===== src/rtl/mips_ctl_pkg.sv =====
// Shared encodings for the mini-MIPS multi-cycle control path.
// Used by the control FSM, the datapath and the bench.
package mips_ctl_pkg;

   typedef enum logic [2:0] {
      S_BOOT   = 3'd0,
      S_FETCH  = 3'd1,
      S_DECODE = 3'd2,
      S_EXEC   = 3'd3,
      S_MEM    = 3'd4,
      S_WB     = 3'd5,
      S_TRAP   = 3'd6
   } state_e;

   localparam logic [3:0] OP_ADD     = 4'h0;
   localparam logic [3:0] OP_SUB     = 4'h1;
   localparam logic [3:0] OP_AND     = 4'h2;
   localparam logic [3:0] OP_OR      = 4'h3;
   localparam logic [3:0] OP_NOR     = 4'h4;
   localparam logic [3:0] OP_NAND    = 4'h5;
   localparam logic [3:0] OP_SLT     = 4'h6;
   localparam logic [3:0] OP_ADDI    = 4'h7;
   localparam logic [3:0] OP_LW      = 4'h8;
   localparam logic [3:0] OP_SW      = 4'h9;
   localparam logic [3:0] OP_BEQ     = 4'hA;
   localparam logic [3:0] OP_BNE     = 4'hB;
   localparam logic [3:0] OP_ILL_MIN = 4'hC;

   localparam logic [3:0] ALU_ADD  = 4'b0010;
   localparam logic [3:0] ALU_SUB  = 4'b0110;
   localparam logic [3:0] ALU_AND  = 4'b0000;
   localparam logic [3:0] ALU_OR   = 4'b0001;
   localparam logic [3:0] ALU_NOR  = 4'b1100;
   localparam logic [3:0] ALU_NAND = 4'b1101;
   localparam logic [3:0] ALU_SLT  = 4'b0111;

   localparam logic [1:0] SRCB_RT  = 2'b00;
   localparam logic [1:0] SRCB_ONE = 2'b01;
   localparam logic [1:0] SRCB_IMM = 2'b10;

   localparam logic [1:0] PCSRC_ALU = 2'b00;
   localparam logic [1:0] PCSRC_OUT = 2'b01;

endpackage


===== src/rtl/mips_op_decode.sv =====
// Opcode classifier and R-type ALU function lookup.
// Purely combinational; fed from the latched opcode.
module mips_op_decode
   import mips_ctl_pkg::*;
#(
   parameter int OPW   = 4,
   parameter int ALUCW = 4
) (
   input  logic [OPW-1:0]   op,
   output logic             is_rtype,
   output logic             is_imm,
   output logic             is_lw,
   output logic             is_sw,
   output logic             is_beq,
   output logic             is_bne,
   output logic             illegal,
   output logic [ALUCW-1:0] alu_ctl
);

   logic [3:0] alu4;

   always_comb begin
      is_rtype = (op <= OPW'(OP_SLT));
      is_imm   = (op == OPW'(OP_ADDI));
      is_lw    = (op == OPW'(OP_LW));
      is_sw    = (op == OPW'(OP_SW));
      is_beq   = (op == OPW'(OP_BEQ));
      is_bne   = (op == OPW'(OP_BNE));
      illegal  = (op >= OPW'(OP_ILL_MIN));
      alu4     = ALU_ADD;
      unique case (1'b1)
         op == OPW'(OP_SUB):  alu4 = ALU_SUB;
         op == OPW'(OP_AND):  alu4 = ALU_AND;
         op == OPW'(OP_OR):   alu4 = ALU_OR;
         op == OPW'(OP_NOR):  alu4 = ALU_NOR;
         op == OPW'(OP_NAND): alu4 = ALU_NAND;
         op == OPW'(OP_SLT):  alu4 = ALU_SLT;
         default:             alu4 = ALU_ADD;
      endcase
      alu_ctl = ALUCW'(alu4);
   end

endmodule


===== src/rtl/multicycle_main_control.sv =====
// Multi-cycle main control FSM: sequences fetch/decode/exec/mem/wb,
// with memory stall timeout, illegal-op trap and retire counter.
module multicycle_main_control
   import mips_ctl_pkg::*;
#(
   parameter int OPW     = 4,
   parameter int ALUCW   = 4,
   parameter int CNTW    = 16,
   parameter int MEM_TMO = 15
) (
   input  logic             clk,
   input  logic             rst_n,
   input  logic [OPW-1:0]   op,
   input  logic             zero,
   input  logic             mem_ready,
   output logic             pc_write,
   output logic [1:0]       pc_src,
   output logic             ir_write,
   output logic             mem_read,
   output logic             mem_write,
   output logic             reg_write,
   output logic             reg_dst,
   output logic             mem_to_reg,
   output logic             alu_src_a,
   output logic [1:0]       alu_src_b,
   output logic [ALUCW-1:0] alu_ctl,
   output logic [2:0]       state,
   output logic             trap,
   output logic             bus_err,
   output logic [CNTW-1:0]  retired
);

   localparam int WCW = $clog2(MEM_TMO + 1);

   state_e          state_q, state_d;
   logic [OPW-1:0]  op_q, op_d;
   logic [WCW-1:0]  wcnt_q, wcnt_d;
   logic [CNTW-1:0] ret_q, ret_d;
   logic            trap_q, trap_d;
   logic            berr_q, berr_d;
   logic            tmo;

   logic             q_rtype, q_imm, q_lw, q_sw;
   logic             q_beq, q_bne, q_illegal;
   logic [ALUCW-1:0] q_alu;

   mips_op_decode #(.OPW(OPW), .ALUCW(ALUCW)) u_dec (
      .op       (op_q),
      .is_rtype (q_rtype),
      .is_imm   (q_imm),
      .is_lw    (q_lw),
      .is_sw    (q_sw),
      .is_beq   (q_beq),
      .is_bne   (q_bne),
      .illegal  (q_illegal),
      .alu_ctl  (q_alu)
   );

   assign tmo = (wcnt_q == WCW'(MEM_TMO));

   always_ff @(posedge clk or negedge rst_n) begin
      if (!rst_n) begin
         state_q <= S_BOOT;
         op_q    <= '0;
         wcnt_q  <= '0;
         ret_q   <= '0;
         trap_q  <= 1'b0;
         berr_q  <= 1'b0;
      end else begin
         state_q <= state_d;
         op_q    <= op_d;
         wcnt_q  <= wcnt_d;
         ret_q   <= ret_d;
         trap_q  <= trap_d;
         berr_q  <= berr_d;
      end
   end

   // Wait counter defaults to 0, so it is clear on every entry to FETCH/MEM.
   always_comb begin
      state_d = state_q;
      op_d    = op_q;
      wcnt_d  = '0;
      ret_d   = ret_q;
      trap_d  = trap_q;
      berr_d  = berr_q;
      unique case (state_q)
         S_BOOT: state_d = S_FETCH;
         S_FETCH: begin
            if (mem_ready) begin
               state_d = S_DECODE;
            end else if (tmo) begin
               state_d = S_TRAP;
               trap_d  = 1'b1;
               berr_d  = 1'b1;
            end else begin
               wcnt_d = wcnt_q + WCW'(1);
            end
         end
         S_DECODE: begin
            op_d = op;
            if (op >= OPW'(OP_ILL_MIN)) begin
               state_d = S_TRAP;
               trap_d  = 1'b1;
            end else begin
               state_d = S_EXEC;
            end
         end
         S_EXEC: begin
            unique case (1'b1)
               q_illegal: begin
                  state_d = S_TRAP;
                  trap_d  = 1'b1;
               end
               q_beq, q_bne: begin
                  state_d = S_FETCH;
                  ret_d   = ret_q + CNTW'(1);
               end
               q_lw, q_sw: state_d = S_MEM;
               default:    state_d = S_WB;
            endcase
         end
         S_MEM: begin
            if (mem_ready) begin
               if (q_sw) begin
                  state_d = S_FETCH;
                  ret_d   = ret_q + CNTW'(1);
               end else begin
                  state_d = S_WB;
               end
            end else if (tmo) begin
               state_d = S_TRAP;
               trap_d  = 1'b1;
               berr_d  = 1'b1;
            end else begin
               wcnt_d = wcnt_q + WCW'(1);
            end
         end
         S_WB: begin
            state_d = S_FETCH;
            ret_d   = ret_q + CNTW'(1);
         end
         S_TRAP: state_d = S_TRAP;
         default: begin
            state_d = S_TRAP;
            trap_d  = 1'b1;
         end
      endcase
   end

   always_comb begin
      pc_write   = 1'b0;
      pc_src     = PCSRC_ALU;
      ir_write   = 1'b0;
      mem_read   = 1'b0;
      mem_write  = 1'b0;
      reg_write  = 1'b0;
      reg_dst    = 1'b0;
      mem_to_reg = 1'b0;
      alu_src_a  = 1'b0;
      alu_src_b  = SRCB_RT;
      alu_ctl    = '0;
      unique case (state_q)
         S_FETCH: begin
            mem_read  = 1'b1;
            alu_src_b = SRCB_ONE;
            alu_ctl   = ALUCW'(ALU_ADD);
            ir_write  = mem_ready;
            pc_write  = mem_ready;
         end
         S_DECODE: begin
            alu_src_b = SRCB_IMM;
            alu_ctl   = ALUCW'(ALU_ADD);
         end
         S_EXEC: begin
            alu_src_a = 1'b1;
            if (q_rtype) begin
               alu_ctl = q_alu;
            end else if (q_beq || q_bne) begin
               alu_ctl  = ALUCW'(ALU_SUB);
               pc_src   = PCSRC_OUT;
               pc_write = q_beq ? zero : ~zero;
            end else begin
               alu_src_b = SRCB_IMM;
               alu_ctl   = ALUCW'(ALU_ADD);
            end
         end
         S_MEM: begin
            mem_read  = q_lw;
            mem_write = q_sw;
         end
         S_WB: begin
            reg_write  = 1'b1;
            reg_dst    = q_rtype;
            mem_to_reg = q_lw;
         end
         default: ;
      endcase
   end

   assign state   = state_q;
   assign trap    = trap_q;
   assign bus_err = berr_q;
   assign retired = ret_q;

endmodule


===== config.mk =====
export PLATFORM = sky130hd
export DESIGN_NAME = multicycle_main_control
export DESIGN_NICKNAME = d
export VERILOG_FILES = /design/src/rtl/mips_ctl_pkg.sv /design/src/rtl/mips_op_decode.sv /design/src/rtl/multicycle_main_control.sv
export SDC_FILE = /design/constraint.sdc
export NUM_CORES = 1
export LEC_CHECK = 0
export ABC_CLOCK_PERIOD_IN_PS = 7100
export CAP_MARGIN = 20
export CORE_MARGIN = 1
export CORE_UTILIZATION = 52
export DETAILED_ROUTE_END_ITERATION = 6
export PLACE_DENSITY_LB_ADDON = 0.12
export SKIP_CTS_REPAIR_TIMING = 1
export SLEW_MARGIN = 20
export SYNTH_ARGS = -nofsm -noshare
export SYNTH_HDL_FRONTEND = slang
export SYNTH_HIERARCHICAL = 1
export SYNTH_SLANG_ARGS = --single-unit

===== constraint.sdc =====
create_clock -name clk -period 7.1 [get_ports clk]
set_clock_uncertainty 0.15 [all_clocks]
set_input_delay 2.13 -clock clk [delete_from_list [all_inputs] [get_ports clk]]
set_output_delay 2.13 -clock clk [all_outputs]
set_load 0.05 [all_outputs]

==> results.ini, run 1 <==
[outcome]
outcome=finished, final reports clean

[pwr]
vdd_ir_drop_max_mv=0.222
power_density_nw_per_um2=406
p_leak_nw=0.872

[finish]
final_common_cell=clkdlybuf4s50_1
area_growth_pct=30.7
nets=227
layout-drive-gt1-share_pct=9.63
diodes=0
final_cell_mix=clkdlybuf4s50_1, dfrtp_1, xnor2_1, nor2_1
final_core_util_pct=71.3

[place]
place.gp.congestion=0.932
dp_hpwl_mm=2.62
port_buffers=43

[detailed_routing]
totalWireLength_mm=3.59
drt-initial-drc-count=58
route.detailed.drc=0
vias_per_cell=5.55
wire_per_inst_um=13.7
dr.pass1.iters=4
vias=1453
drtAntennaViolNets=0

[timing]
fin_crit_sh_pct=85.1
hold_violations=0
drv_slew=0
rsz0062_at_grt=no
whs_ps=325
timing.fmax_mhz=165
finalSetupTns_ps=0
setup_viol=0
worst-slew-pin-transition_ps=633
min_period_ps=6040
slew_headroom_pct=57.8

[worst_setup_path]
end_kind=output port
path_buf_inv=2
r2r_slack_ps=4510
r2r_cells=6
crit_arrival_ps=3760
crit_top_cell=clkdlybuf4s50_1
critPathSlowestCell=clkdlybuf4s50_1
critical-path-top-delay-family=buffers and inverters
crit_chain=clkdlybuf4s50_1 -> xnor2_1 -> nand2_1 -> a21oi_1 -> clkdlybuf4s50_1
cp_num_cells=5
cpPeakStageDelay_ps=810
start_kind=input pin
critical_path_class=input pin to output port
required_ps=4820
critPathMaxFanout=1

[global_routing]
grt_overflow_total=0
grt_pass1_wl_mm=6.18
track_usage_pct=24.2
grt_pass1_vias=1379
grt_max_degree=30
antenna_found_initial=0

[floorplanning]
start_util_pct=54.5
die_y_um=58.6
num_io_pins=45
core-area_um2=3050
dieArea_um2=3430
die_w_um=58.6
num_rows=20

[synth]
ys_warn_count=6
syn_nets=183
synthCells=173
syn_area_per_cell_um2=9.63
synth_area_um2=1670

[clock_network]
root_buffer=clkbuf_4
clkSinkCount=29
numCtsBuffers=5
worst_skew_pair.late_latency_ps=340
path_clk_slew_ps=100
max-clock-path-buffers=2
cts_tree=yes
htreeDepth=2

[hold_path]
hold_class=flip-flop to flip-flop
holdPathStages=1

[flow_run]
maxCapViolations=0

## sequential cells by signal, summed over array words and instances, names as in the netlist
signal,count
bus_err,1
op_q,4
retired,16
state,3
trap,1
wcnt_q,4
## final cells by class
type | count | area (um^2)
well taps | 44 | 55.1
repair buffers | 44 | 438
flip-flops and latches | 29 | 726
inverters | 5 | 18.8
clock inverters | 3 | 17.5
clock buffers | 5 | 37.5
multi-input cells | 132 | 883
fillers | 273 | 877
## metal layers
| layer | GRT usage, % | routed length [um] | part of all wire (%) | vias to the layer above |
|---|---|---|---|---|
| met5 | 0 | 0 | 0 | - |
| met4 | 13.3 | 115 | 3.2 | 0 |
| met3 | 7.69 | 220 | 6.1 | 15 |
| met2 | 37.4 | 1710 | 48 | 54 |
| met1 | 30.4 | 1550 | 43 | 693 |
| li1 | - | - | - | 691 |
## final timing paths
path                              from          end
setup / recovery                  zero     pc_write
min in group asynchronous        rst_n     state[0]
setup reg to reg               op_q[2]   retired[6]
hold reg to reg            retired[15]  retired[15]
max in group asynchronous        rst_n   retired[7]
hold / removal             retired[15]  retired[15]
## per-stage QoR
stage / instances / power (mW) / instance area (um^2) / setup slack, ps
global route: 262 / 0.940 / 2180 / 972
global placement: 254 / 0.768 / 2120 / 1060
floorplan: 173 / 0.644 / 1670 / 1550
CTS: 262 / 0.884 / 2180 / 1060
finish: 262 / 0.883 / 2180 / 1060
detailed placement: 254 / 0.782 / 2120 / 1060
## where the power goes
part           internal, mW  total [mW]  switching [mW]
registers             0.203       0.291          0.0884
clock network        0.0373       0.102          0.0651
logic                 0.187       0.490           0.303
total                 0.427       0.883           0.457
(Power assumes the default switching activity.)
==> inputs of run 2 (changes only) <==
--- a/config.mk
+++ b/config.mk
@@ -5,10 +5,10 @@
 export SDC_FILE = /design/constraint.sdc
 export NUM_CORES = 1
 export LEC_CHECK = 0
-export ABC_CLOCK_PERIOD_IN_PS = 7100
+export ABC_CLOCK_PERIOD_IN_PS = 5450
 export CAP_MARGIN = 20
 export CORE_MARGIN = 1
-export CORE_UTILIZATION = 52
+export CORE_UTILIZATION = 43
 export DETAILED_ROUTE_END_ITERATION = 6
 export PLACE_DENSITY_LB_ADDON = 0.12
 export SKIP_CTS_REPAIR_TIMING = 1
==> constraint.sdc (replaced) <==
create_clock -name clk -period 5.45 [get_ports clk]
set_clock_uncertainty 0.15 [all_clocks]
set_input_delay 1.635 -clock clk [delete_from_list [all_inputs] [get_ports clk]]
set_output_delay 1.635 -clock clk [all_outputs]
set_load 0.05 [all_outputs]
==> results.ini, run 2 (synthesis gave the netlist of run 1 again) <==
[timing]
slew_headroom_pct=57.4
finalSetupTns_ps=0
fin_crit_sh_pct=93.0
whs_ps=322
setup_viol=0
min_period_ps=5070
worst-slew-pin-transition_ps=639
hold_violations=0
timing.fmax_mhz=197
rsz0062_at_grt=no
drv_slew=0

[finish]
nets=227
layout-drive-gt1-share_pct=8.26
diodes=0
seqCellArea_um2=726
area_growth_pct=32.5
multi_input_area_um2=883
final_common_cell=clkdlybuf4s50_1
final_cell_mix=clkdlybuf4s50_1, dfrtp_1, xnor2_1, nor2_1
largest_register_ffs=16
fillCellCount=353

[clock_network]
root_buffer=clkbuf_8
worst_skew_pair.late_latency_ps=270
path_clk_slew_ps=60
clkSinkCount=29
max-clock-path-buffers=2
cts_tree=yes
htreeDepth=2
numCtsBuffers=5

[worst_setup_path]
cpPeakStageDelay_ps=820
critPathMaxFanout=6
crit_top_cell=clkdlybuf4s50_1
critical_path_class=input pin to output port
crit_arrival_ps=3280
start_kind=input pin
critical-path-top-delay-family=buffers and inverters
crit_chain=clkdlybuf4s50_1 -> nand2_1 -> a21oi_1 -> clkdlybuf4s50_1
path_buf_inv=2
required_ps=3670
end_kind=output port
critPathSlowestCell=clkdlybuf4s50_1

[pwr]
vdd_ir_drop_max_mv=0.271
p_leak_nw=0.880
seqPwrFrac_pct=32.0
switchingPower_mw=0.578
internal_power_mw=0.598
power_density_nw_per_um2=533
p_sw_share_pct=49.2
combPwrFrac_pct=54.2
clkPwrFrac_pct=13.8

[detailed_routing]
vias=1416
dr.pass1.iters=4
route.detailed.drc=0
drtAntennaViolNets=0
vias_per_cell=5.32
totalWireLength_mm=3.51
wire_per_inst_um=13.2
drt-initial-drc-count=99

[global_routing]
antenna_found_initial=0
grt_pass1_vias=1345
grt_max_degree=30
grt_overflow_total=0
track_usage_pct=18.8
grt_pass1_wl_mm=6.00

[outcome]
outcome=finished, final reports clean

[place]
place.gp.congestion=0.822
dp_hpwl_mm=2.61
port_buffers=43

[hold_path]
hold_class=flip-flop to flip-flop

[floorplanning]
num_rows=22
num_io_pins=45
dieArea_um2=4130
core-area_um2=3690
die_w_um=64.2
die_y_um=64.2
start_util_pct=45.1

[flow_run]
maxCapViolations=0

-- run 2: changes by cell type in the layout (fill, tap and decap cells not counted), sizes merged --
| cell | change |
|---|---|
| clkinv | -2 |
| clkinvlp | -1 |
| clkbuf | +3 |
-- run 2: metal layers --
layer | wire [um] | global-route usage, % | up-vias
li1 | - | - | 697
met5 | 0 | 0 | -
met2 | 1710 | 30.2 | 31
met4 | 53 | 6.67 | 0
met3 | 144 | 4.82 | 6
met1 | 1600 | 24.5 | 682
-- run 2: worst reg2reg max path, delay by kind of cell (launching register included) --
| family | cells | cell delay (ps) |
|---|---|---|
| simple gates | 4 | 1170 |
| flops | 1 | 460 |
| xor+xnor | 1 | 160 |
| compound gates | 1 | 560 |
-- run 2: worst paths after layout --
path / slack [ps] / from / to / cells past startpoint
max: 380 / mem_ready / pc_write / 4
min: 320 / wcnt_q[0] / wcnt_q[0] / 1
max reg2reg: 2830 / op_q[2] / retired[14] / 6
min reg2reg: 320 / wcnt_q[0] / wcnt_q[0] / 1
max in group asynchronous: 3280 / rst_n / op_q[2] / 2
min in group asynchronous: 1590 / rst_n / wcnt_q[3] / 2
-- run 2: power groups by stage --
stage	clock network, mW	logic, mW	registers [mW]
3_3_place_gp	0	0.634	0.376
6_report	0.162	0.637	0.377
5_1_grt	0.178	0.682	0.394
4_1_cts	0.170	0.640	0.377
2_1_floorplan	0	0.406	0.433
3_5_place_dp	0	0.640	0.381
-- run 2: layout make-up --
cell class / instances / area share, %
well taps: 48 / 2.72
flip-flops and latches: 29 / 32.9
repair buffers: 44 / 19.9
clock buffers: 8 / 3.63
inverters: 5 / 0.851
multi-input cells: 132 / 40.0
-- run 2: stage by stage --
stage          setup WS, ps  total power, mW  util [%]  std cells  cell area, um^2
5_1_grt                 331             1.25      59.8        266             2210
3_3_place_gp            417             1.01      57.6        258             2130
4_1_cts                 385             1.19      59.8        266             2210
2_1_floorplan           399            0.839         -        173             1670
6_report                384             1.18      59.8        266             2210
3_5_place_dp            389             1.02      57.6        258             2130
